===== src/rtl/load_store_unit_pkg.sv =====
// Shared definitions for the load/store unit: FSM state encoding and the
// byte-lane width used by the lane extract/merge logic.
// Optional feature macro: LSU_MISALIGN_TRAP_EN (word access with an odd
// byte address is trapped with rsp_err instead of being forced aligned).

// `define LSU_MISALIGN_TRAP_EN

package load_store_unit_pkg;

    // Width of one byte lane inside a data word
    localparam int BYTE_W = 8;

    // Access sequencing states
    typedef enum logic [2:0] {
        LSU_IDLE   = 3'd0,
        LSU_RD     = 3'd1,
        LSU_RMW_RD = 3'd2,
        LSU_WR     = 3'd3,
        LSU_RESP   = 3'd4
    } lsu_state_e;

endpackage


===== src/rtl/load_store_unit_if.sv =====
// Bundle of the request, response and data-memory signals around the
// load/store unit. The slave modport is the unit itself; the master modport
// is its environment (MEM pipeline stage, response consumer and data_memory).

interface load_store_unit_if #(
    parameter int DATA_W = 16,
    parameter int MEM_AW = 9
);
    logic              req_valid;
    logic              req_ready;
    logic              req_we;
    logic              req_byte;
    logic              req_signed;
    logic [MEM_AW:0]   req_addr;
    logic [DATA_W-1:0] req_wdata;

    logic              rsp_valid;
    logic              rsp_ready;
    logic [DATA_W-1:0] rsp_rdata;
    logic              rsp_err;

    logic              mem_read;
    logic              mem_write;
    logic [MEM_AW-1:0] mem_addr;
    logic [DATA_W-1:0] mem_wdata;
    logic [DATA_W-1:0] mem_rdata;

    modport slave (
        input  req_valid, req_we, req_byte, req_signed, req_addr, req_wdata,
        output req_ready,
        output rsp_valid, rsp_rdata, rsp_err,
        input  rsp_ready,
        output mem_read, mem_write, mem_addr, mem_wdata,
        input  mem_rdata
    );

    modport master (
        output req_valid, req_we, req_byte, req_signed, req_addr, req_wdata,
        input  req_ready,
        input  rsp_valid, rsp_rdata, rsp_err,
        output rsp_ready,
        input  mem_read, mem_write, mem_addr, mem_wdata,
        output mem_rdata
    );
endinterface


===== src/rtl/lsu_byte_lane.sv =====
// Byte-lane helper: pulls one byte out of a word (placed in the low lane and
// sign- or zero-extended) and merges a new byte into a word for
// read-modify-write byte stores. Purely combinational.

module lsu_byte_lane
    import load_store_unit_pkg::*;
#(
    parameter int DATA_W = 16
) (
    input  logic [DATA_W-1:0] word_i,
    input  logic              lane_i,
    input  logic              sign_ext_i,
    input  logic [BYTE_W-1:0] new_byte_i,
    output logic [DATA_W-1:0] extract_o,
    output logic [DATA_W-1:0] merge_o
);

    logic [BYTE_W-1:0] laneByte;

    // Select the addressed byte; lane 1 is the high byte of the word
    always_comb begin
        laneByte = word_i[BYTE_W-1:0];
        if (lane_i) begin
            laneByte = word_i[2*BYTE_W-1:BYTE_W];
        end
    end

    assign extract_o = {{(DATA_W-BYTE_W){sign_ext_i & laneByte[BYTE_W-1]}}, laneByte};

    // Replace only the addressed lane, keeping the other lane from memory
    always_comb begin
        merge_o = word_i;
        if (lane_i) begin
            merge_o[2*BYTE_W-1:BYTE_W] = new_byte_i;
        end else begin
            merge_o[BYTE_W-1:0] = new_byte_i;
        end
    end

endmodule


===== src/rtl/load_store_unit.sv =====
// Load/store unit: initiator side of the data-memory port. Sequences word
// loads, word stores and read-modify-write byte stores toward data_memory
// (which has no byte enables) and returns one response per request.
// Optional feature macro: LSU_MISALIGN_TRAP_EN. When defined, a word access
// with req_addr[0]=1 goes straight to a response with rsp_err=1 and leaves
// memory untouched; otherwise the odd address bit is ignored for word
// accesses and rsp_err is always 0.

module load_store_unit
    import load_store_unit_pkg::*;
#(
    parameter int DATA_W = 16,
    parameter int MEM_AW = 9
) (
    input  logic clk,
    input  logic rst,
    load_store_unit_if.slave bus
);

    lsu_state_e        state_q;
    logic              req_ready_q;
    logic              rsp_valid_q;
    logic [DATA_W-1:0] rsp_rdata_q;
    logic              mem_read_q;
    logic              mem_write_q;
    logic [MEM_AW-1:0] mem_addr_q;
    logic [DATA_W-1:0] mem_wdata_q;

    logic              byte_q;
    logic              signed_q;
    logic              lane_q;
    logic [BYTE_W-1:0] wbyte_q;

    logic [DATA_W-1:0] laneExt;
    logic [DATA_W-1:0] laneMerged;

`ifdef LSU_MISALIGN_TRAP_EN
    logic rsp_err_q;
    logic misalignedReq;

    assign misalignedReq = !bus.req_byte && bus.req_addr[0];
`endif

    lsu_byte_lane #(
        .DATA_W (DATA_W)
    ) u_byte_lane (
        .word_i     (bus.mem_rdata),
        .lane_i     (lane_q),
        .sign_ext_i (signed_q),
        .new_byte_i (wbyte_q),
        .extract_o  (laneExt),
        .merge_o    (laneMerged)
    );

    // Access sequencer with all memory and response outputs registered
    always_ff @(posedge clk or posedge rst) begin
        if (rst) begin
            state_q     <= LSU_IDLE;
            req_ready_q <= 1'b1;
            rsp_valid_q <= 1'b0;
            rsp_rdata_q <= '0;
            mem_read_q  <= 1'b0;
            mem_write_q <= 1'b0;
            mem_addr_q  <= '0;
            mem_wdata_q <= '0;
            byte_q      <= 1'b0;
            signed_q    <= 1'b0;
            lane_q      <= 1'b0;
            wbyte_q     <= '0;
`ifdef LSU_MISALIGN_TRAP_EN
            rsp_err_q   <= 1'b0;
`endif
        end else begin
            case (state_q)
                LSU_IDLE: begin
                    if (bus.req_valid && req_ready_q) begin
                        byte_q      <= bus.req_byte;
                        signed_q    <= bus.req_signed;
                        lane_q      <= bus.req_addr[0];
                        wbyte_q     <= bus.req_wdata[BYTE_W-1:0];
                        mem_addr_q  <= bus.req_addr[MEM_AW:1];
                        req_ready_q <= 1'b0;
`ifdef LSU_MISALIGN_TRAP_EN
                        if (misalignedReq) begin
                            state_q     <= LSU_RESP;
                            rsp_valid_q <= 1'b1;
                            rsp_rdata_q <= '0;
                            rsp_err_q   <= 1'b1;
                        end else
`endif
                        if (bus.req_we && !bus.req_byte) begin
                            state_q     <= LSU_WR;
                            mem_write_q <= 1'b1;
                            mem_wdata_q <= bus.req_wdata;
                        end else if (bus.req_we) begin
                            state_q     <= LSU_RMW_RD;
                            mem_read_q  <= 1'b1;
                        end else begin
                            state_q     <= LSU_RD;
                            mem_read_q  <= 1'b1;
                        end
                    end
                end
                LSU_RD: begin
                    rsp_rdata_q <= byte_q ? laneExt : bus.mem_rdata;
                    mem_read_q  <= 1'b0;
                    rsp_valid_q <= 1'b1;
`ifdef LSU_MISALIGN_TRAP_EN
                    rsp_err_q   <= 1'b0;
`endif
                    state_q     <= LSU_RESP;
                end
                LSU_RMW_RD: begin
                    mem_wdata_q <= laneMerged;
                    mem_read_q  <= 1'b0;
                    mem_write_q <= 1'b1;
                    state_q     <= LSU_WR;
                end
                LSU_WR: begin
                    mem_write_q <= 1'b0;
                    rsp_valid_q <= 1'b1;
                    rsp_rdata_q <= '0;
`ifdef LSU_MISALIGN_TRAP_EN
                    rsp_err_q   <= 1'b0;
`endif
                    state_q     <= LSU_RESP;
                end
                LSU_RESP: begin
                    if (bus.rsp_ready) begin
                        rsp_valid_q <= 1'b0;
                        req_ready_q <= 1'b1;
                        state_q     <= LSU_IDLE;
                    end
                end
                default: begin
                    state_q     <= LSU_IDLE;
                    req_ready_q <= 1'b1;
                    rsp_valid_q <= 1'b0;
                    mem_read_q  <= 1'b0;
                    mem_write_q <= 1'b0;
                end
            endcase
        end
    end

    assign bus.req_ready = req_ready_q;
    assign bus.rsp_valid = rsp_valid_q;
    assign bus.rsp_rdata = rsp_rdata_q;
    assign bus.mem_read  = mem_read_q;
    assign bus.mem_write = mem_write_q;
    assign bus.mem_addr  = mem_addr_q;
    assign bus.mem_wdata = mem_wdata_q;

`ifdef LSU_MISALIGN_TRAP_EN
    assign bus.rsp_err = rsp_err_q;
`else
    assign bus.rsp_err = 1'b0;
`endif

endmodule


===== src/flat_wrapper.sv =====
// flat-port wrapper written by rule: the top's interface ports become plain ports
module load_store_unit_flat import load_store_unit_pkg::*;
#(
    parameter int DATA_W = 16,
    parameter int MEM_AW = 9
)
  (clk, rst, bus_req_valid, bus_req_we, bus_req_byte, bus_req_signed, bus_req_addr, bus_req_wdata, bus_req_ready, bus_rsp_valid, bus_rsp_rdata, bus_rsp_err, bus_rsp_ready, bus_mem_read, bus_mem_write, bus_mem_addr, bus_mem_wdata, bus_mem_rdata);
  load_store_unit_if #(.DATA_W(DATA_W), .MEM_AW(MEM_AW)) bus_i ();
  input  logic clk;
  input  logic rst;
  input wire logic [$bits(bus_i.req_valid)-1:0] bus_req_valid;
  input wire logic [$bits(bus_i.req_we)-1:0] bus_req_we;
  input wire logic [$bits(bus_i.req_byte)-1:0] bus_req_byte;
  input wire logic [$bits(bus_i.req_signed)-1:0] bus_req_signed;
  input wire logic [$bits(bus_i.req_addr)-1:0] bus_req_addr;
  input wire logic [$bits(bus_i.req_wdata)-1:0] bus_req_wdata;
  output wire logic [$bits(bus_i.req_ready)-1:0] bus_req_ready;
  output wire logic [$bits(bus_i.rsp_valid)-1:0] bus_rsp_valid;
  output wire logic [$bits(bus_i.rsp_rdata)-1:0] bus_rsp_rdata;
  output wire logic [$bits(bus_i.rsp_err)-1:0] bus_rsp_err;
  input wire logic [$bits(bus_i.rsp_ready)-1:0] bus_rsp_ready;
  output wire logic [$bits(bus_i.mem_read)-1:0] bus_mem_read;
  output wire logic [$bits(bus_i.mem_write)-1:0] bus_mem_write;
  output wire logic [$bits(bus_i.mem_addr)-1:0] bus_mem_addr;
  output wire logic [$bits(bus_i.mem_wdata)-1:0] bus_mem_wdata;
  input wire logic [$bits(bus_i.mem_rdata)-1:0] bus_mem_rdata;
  assign bus_i.req_valid = bus_req_valid;
  assign bus_i.req_we = bus_req_we;
  assign bus_i.req_byte = bus_req_byte;
  assign bus_i.req_signed = bus_req_signed;
  assign bus_i.req_addr = bus_req_addr;
  assign bus_i.req_wdata = bus_req_wdata;
  assign bus_req_ready = bus_i.req_ready;
  assign bus_rsp_valid = bus_i.rsp_valid;
  assign bus_rsp_rdata = bus_i.rsp_rdata;
  assign bus_rsp_err = bus_i.rsp_err;
  assign bus_i.rsp_ready = bus_rsp_ready;
  assign bus_mem_read = bus_i.mem_read;
  assign bus_mem_write = bus_i.mem_write;
  assign bus_mem_addr = bus_i.mem_addr;
  assign bus_mem_wdata = bus_i.mem_wdata;
  assign bus_i.mem_rdata = bus_mem_rdata;
  load_store_unit #(.DATA_W(DATA_W), .MEM_AW(MEM_AW)) u_core (.clk(clk), .rst(rst), .bus(bus_i));
endmodule

===== config.mk =====
export PLATFORM = sky130hd
export DESIGN_NAME = load_store_unit_flat
export DESIGN_NICKNAME = d
export VERILOG_FILES = /design/src/rtl/load_store_unit_pkg.sv /design/src/rtl/load_store_unit_if.sv /design/src/rtl/lsu_byte_lane.sv /design/src/rtl/load_store_unit.sv /design/src/flat_wrapper.sv
export SDC_FILE = /design/constraint.sdc
export NUM_CORES = 1
export LEC_CHECK = 0
export BUFFER_PORTS_ARGS = -buffer_cell sky130_fd_sc_hd__buf_2
export CAP_MARGIN = 10
export CORE_MARGIN = 2
export CORE_UTILIZATION = 45
export DETAILED_ROUTE_END_ITERATION = 8
export HOLD_SLACK_MARGIN = 0.12
export PLACE_DENSITY_LB_ADDON = 0.3
export SYNTH_ARGS = -nofsm -noshare
export SYNTH_HDL_FRONTEND = slang
export SYNTH_SLANG_ARGS = --single-unit

===== constraint.sdc =====
create_clock -name clk -period 2 [get_ports clk]
set_clock_uncertainty 0.05 [all_clocks]
set_input_delay 0.4 -clock clk [delete_from_list [all_inputs] [get_ports clk]]
set_output_delay 0.4 -clock clk [all_outputs]
set_load 0.1 [all_outputs]

# [After elaboration in Yosys (flattened, before gate mapping)]
# Index checks and enable logic that the tools add are counted.
[op_classes] addsub=0 multipliers=0 div=0 magnitude_cmp=0 n_eq_ne=8 shifts=0 muxes=24 n_bitwise=5 n_reduce_logical=18
[op_table] cell="case mux 16 bit (2 select lines)" count=2
[op_table] cell="2-to-1 mux 16 bit" count=3
[op_table] cell="2-to-1 mux 8 bit" count=3
[op_table] cell="case mux 3 bit (4 select lines)" count=1
[op_table] cell="AND reduction 3 bit" count=4
[op_table] cell="2-to-1 mux 3 bit" count=3
[op_table] cell="case mux 1 bit (3 select lines)" count=3
[op_table] cell="OR reduction 2 bit" count=4
[op_table] cell="2-to-1 mux 1 bit" count=7
[op_table] cell="== test 3 x 2 -> 1 bit (second input constant)" count=2
[op_table] cell="AND reduction 2 bit" count=3
[op_table] cell="inequality test 2 x 1 -> 1 bit (second input constant)" count=2
[op_table] cell="inequality test 2 bit (second input constant)" count=2
[op_table] cell="inverter 1 bit" count=4
[op_table] cell="nonzero test 2 bit" count=2
[op_table] cell="== test 3 x 1 -> 1 bit (second input constant)" count=1
[op_table] cell="== test 3 bit (second input constant)" count=1
[op_table] cell="zero test 3 bit" count=1
[op_table] cell="OR reduction 3 bit" count=1
[op_table] cell="logical AND 1 bit" count=2
[op_table] cell="2-to-1 mux 2 bit" count=1
[op_table] cell="case mux 1 bit (2 select lines)" count=1
[op_table] cell="bitwise AND 1 bit" count=1
[op_table] cell="zero test 1 bit" count=1
[totals] reg_bits=59 latchBits=0 mem_bits_rw=0 mem_bits_ro=0 inputBits=49 elab_cells=67 mem_count=0

# [Logic depth before layout (Yosys ltp)]
[depth] ltp_word=5 mapped_depth=6

# [By module]
# Synthesis repeated with hierarchy kept, for this count alone.
[unflattened] hier_cells=280 area_unflattened_um2=3145.5
[modules_own_cells] mod="load_store_unit" instances=1 cells_each=245 area_each_um2=2772.7 seq_area_each_um2=1477.7
[modules_own_cells] mod="lsu_byte_lane" instances=1 cells_each=35 area_each_um2=372.9 seq_area_each_um2=0.0

# [Worst setup path before layout]
# OpenSTA, ideal clock, no wires.
[synth_path] path_kind="reg2reg" startpoint="reg u_core.req_ready_q (netlist: u_core.bus.req_ready)" endpoint="reg u_core.mem_wdata_q[10] (netlist: u_core.bus.mem_wdata[10])" arrival_ns=2.170 required_time_ns=1.825 setup_slack_ns=-0.345 stages_incl_launch_ff=5 synth_period_minus_slack_ns=2.345 path_cell_list="dfstp_2 -> a21oi_1 -> a2111oi_4 -> buf_6 -> mux2_2"
[synth_via] elab_chain_cells=3
[synth_rtl] item="start: declaration" line_no="load_store_unit.sv:21" rtl="logic req_ready_q;"
[synth_rtl] item="start signal: assignment" line_no="load_store_unit.sv:59" rtl="req_ready_q <= 1'b1;"
[synth_rtl] item="start signal: assignment" line_no="load_store_unit.sv:82" rtl="req_ready_q <= 1'b0;"
[synth_rtl] item="start signal: assignment" line_no="load_store_unit.sv:131" rtl="req_ready_q <= 1'b1;"
[synth_rtl] item="logical AND 1 bit" line_no="load_store_unit.sv:76" rtl="if (bus.req_valid && req_ready_q) begin"
[synth_rtl] item="inequality test 2 x 1 -> 1 bit (no line)"
[synth_rtl] item="AND reduction 3 bit (no line)"
[synth_rtl] item="end signal: assignment" line_no="load_store_unit.sv:94" rtl="mem_wdata_q <= bus.req_wdata;"
[synth_rtl] item="end signal: assignment" line_no="load_store_unit.sv:114" rtl="mem_wdata_q <= laneMerged;"
[synth_rtl] item="end: declaration" line_no="load_store_unit.sv:27" rtl="logic [DATA_W-1:0] mem_wdata_q;"
# Every way passes these cells.
# A chain may end at the register's enable or synchronous reset.

# [Final worst setup path]
[layout_path] startpoint="reg u_core.req_ready_q (netlist: u_core.bus.req_ready)" endpoint="out bus_req_ready"
[layout_rtl] item="end: declaration" line_no="flat_wrapper.sv:17" rtl="output wire logic [$bits(bus_i.req_ready)-1:0] bus_req_ready;"
# No word-level cell between the ends.

==> results.md <==
* Slowest cell on crit path: dfstp_4
* Crit Path Category: reg -> out
* Syn Nets at 272
* Die ar. at 6910 um^2
* Slowest Stage Delay on Critical Path at 650 ps
* Fmax at 539 MHz
* Post-Route WL at 6290 um
* GR Util met3 at 6.76%
* Slew Viols, Final at 0
* Period minus WS final at 1860 ps
* Status: completed
* Mux share of post-synthesis cell area at 30.4%
* Post-CTS Resized at 0
* Delay-heaviest family, CP: flip-flops
* Unique masters post-synth at 28
* Core Area at 5990 um^2
* Final Non-Filler Cells at 407
* Yosys top cell area share at 51.5%
* ANT nets after route at 0
* CP arrival at 1410 ps
* Largest family of logic cells by synthesized area: multiplexers
* Post-Synth XOR/XNOR Area at 0%
* Fin area at 3640 um^2
* DR WL/cell at 15.5 um
* CTS sink cnt at 59
* RSZ-0062 raised after global routing: no
* Setup violations, final at 0
* Placed cells at 390
* N_diodes at 0
* Post-synthesis register bit count at 59
* Cells after Synth at 223
* Vias in the first global route at 2162
* Crit path cell chain: buf_2
* Post-synthesis compound-gate area fraction at 7.42%
* GRT Residual Overflow at 0
* Simple-gate share of the synthesized area at 6.26%
* Primary FF master, synth: dfrtp_1
* Total track usage at 19.5%
* Root Buffer: clkbuf_8
* Die Span Y at 83.1 um
* Drt first-iter violations at 114
* PortBufs at 93
* H-tree depth at 3
* Synthesis-to-layout area growth at 29.1%
* Dpl cell area at 3440 um^2
* Hold Crit Class: in -> reg
* Final hold violation count at 0
* Most frequent cell after synthesis: mux2_2
* Initial antenna violation count at 0
* Seq/Total Area, Yosys at 52.5%
* Nets at 376
* Reg clk slew, reported paths at 70 ps
* Layout cells sized above 1 at 58.7%
* Row Count at 28
* Vias per inst at 5.10
* DP HPWL at 4600 um
* Syn avg cell area at 12.6 um^2
* Reg2reg setup slack at 160 ps
* Global route hottest layer: met2
* Top post-synthesis cells by area: dfrtp_1 (52%), mux2_2 (28%), nand2_1 (2.9%)
* Warnings from Yosys at 0
* Post-Syn Area at 2820 um^2
* First-pass GRT wire length at 10800 um
* Post-synth EDFFs at 0
* Buffers & Inverters on Critical Path at 1
* Crit end category: primary output
* CTS buffer count at 9
* Tcrit/Tclk final at 92.8%
* Initial core utilization at 47.0%
* Pin count of the biggest net entering global routing at 43
* Area leader, netlist: dfrtp_1
* DRT Pass-1 Iters at 6
* Die X at 83.1 um
* Clock buffer depth at 2
* CP max FO at 6
* Post-synth top cells: mux2_2 (69), dfrtp_1 (58), nand2_1 (22)
* RD Place Congestion at 0.762
* DR DRC count at 0
* Adder-Cell Fraction of Synth Area at 0%
* Asr flop ratio synth at 100%
* Num ports at 95
* Worst-Skew Late Latency at 320 ps
* GR Layer Usage met1 at 27.2%
* Grt met2 use at 29.2%
* Worst setup SP type: flip-flop
* Max_cap viols at 0
* CTS tree: yes
* Routed vias at 2075
* CP Data Required Time at 1550 ps
layout by cell type (no fill, tap or decap), types with 2 or more instances in the layout:
| cell | synthesis | final |
|---|---|---|
| buf_2 | 5 | 93 |
| mux2_2 | 69 | 69 |
| dfrtp_1 | 58 | 58 |
| nand2_1 | 22 | 22 |
| clkbuf_8 | 0 | 13 |
| nor2_1 | 11 | 11 |
| buf_4 | 3 | 11 |
| mux2i_1 | 8 | 8 |
| o21ai_0 | 8 | 8 |
| o41ai_1 | 8 | 8 |
| inv_1 | 4 | 3 |
| nand2b_1 | 2 | 2 |
| nor3_1 | 2 | 2 |
| a21oi_1 | 3 | 2 |
| o2bb2ai_1 | 2 | 2 |
| clkbuf_1 | 5 | 2 |
| buf_12 | 0 | 2 |
state kept, by name, summed over array words and instances (netlist names):
name	cells
u_core.bus.mem_read	1
u_core.byte_q	1
u_core.bus.mem_addr	9
u_core.bus.req_ready	1
u_core.bus.mem_wdata	16
u_core.bus.rsp_valid	1
u_core.wbyte_q	8
u_core.state_q	3
u_core.bus.rsp_rdata	16
u_core.bus.mem_write	1
u_core.lane_q	1
u_core.signed_q	1
logic make-up after synthesis:
family                 count (synthesis)
AO/OA/AOI/OAI                         27
buffers and inverters                 18
flip-flops                            59
multiplexers                          77
other                                  1
AND/OR/NAND/NOR                       41
layer usage:
metal / vias up / wire (um) / part of all wire (%)
li1: 1006 / - / -
met2: 81 / 2860 / 45
met1: 984 / 2900 / 46
met3: 4 / 511 / 8.1
met5: - / 0 / 0
met4: 0 / 23 / 0.37
layout make-up:
class	count	area, um^2
Clock buffer	15	186
Clock inverter	1	5.00
Fill cell	513	2350
Inverter	4	15.0
Multi-Input combinational cell	146	1260
Sequential cell	59	1480
Tap cell	75	93.8
Timing Repair Buffer	107	598
final timing paths:
kind / from / end / cells past startpoint
min reg2reg: u_core.bus.rsp_rdata[12] / u_core.bus.rsp_rdata[12] / 2
min: bus_req_byte / u_core.state_q[0] / 2
max in group asynchronous: rst / u_core.bus.mem_wdata[15] / 4
max reg2reg: u_core.state_q[0] / u_core.bus.mem_wdata[4] / 4
max: u_core.bus.req_ready / bus_req_ready / 1
min in group asynchronous: rst / u_core.bus.mem_addr[1] / 3
per-stage QoR:
step | setup WS [ps] | TNS (ps) | utilization [%] | hold WS, ps
6_report | 145 | 0 | 60.7 | 221
5_1_grt | 104 | 0 | 60.7 | 212
4_1_cts | 125 | 0 | 60.7 | 207
3_5_place_dp | 154 | 0 | 57.4 | 371
3_3_place_gp | 183 | 0 | 57.4 | 362
2_1_floorplan | -19.6 | -177 | - | 431
timing repair:
item                      CTS  global route
hold endpoints to repair   16             0
hold buffers                1             0
buffers inserted            0             0
Power is not shown: default switching activity piles up to over one toggle a cycle in this logic, so the estimate is an artifact.
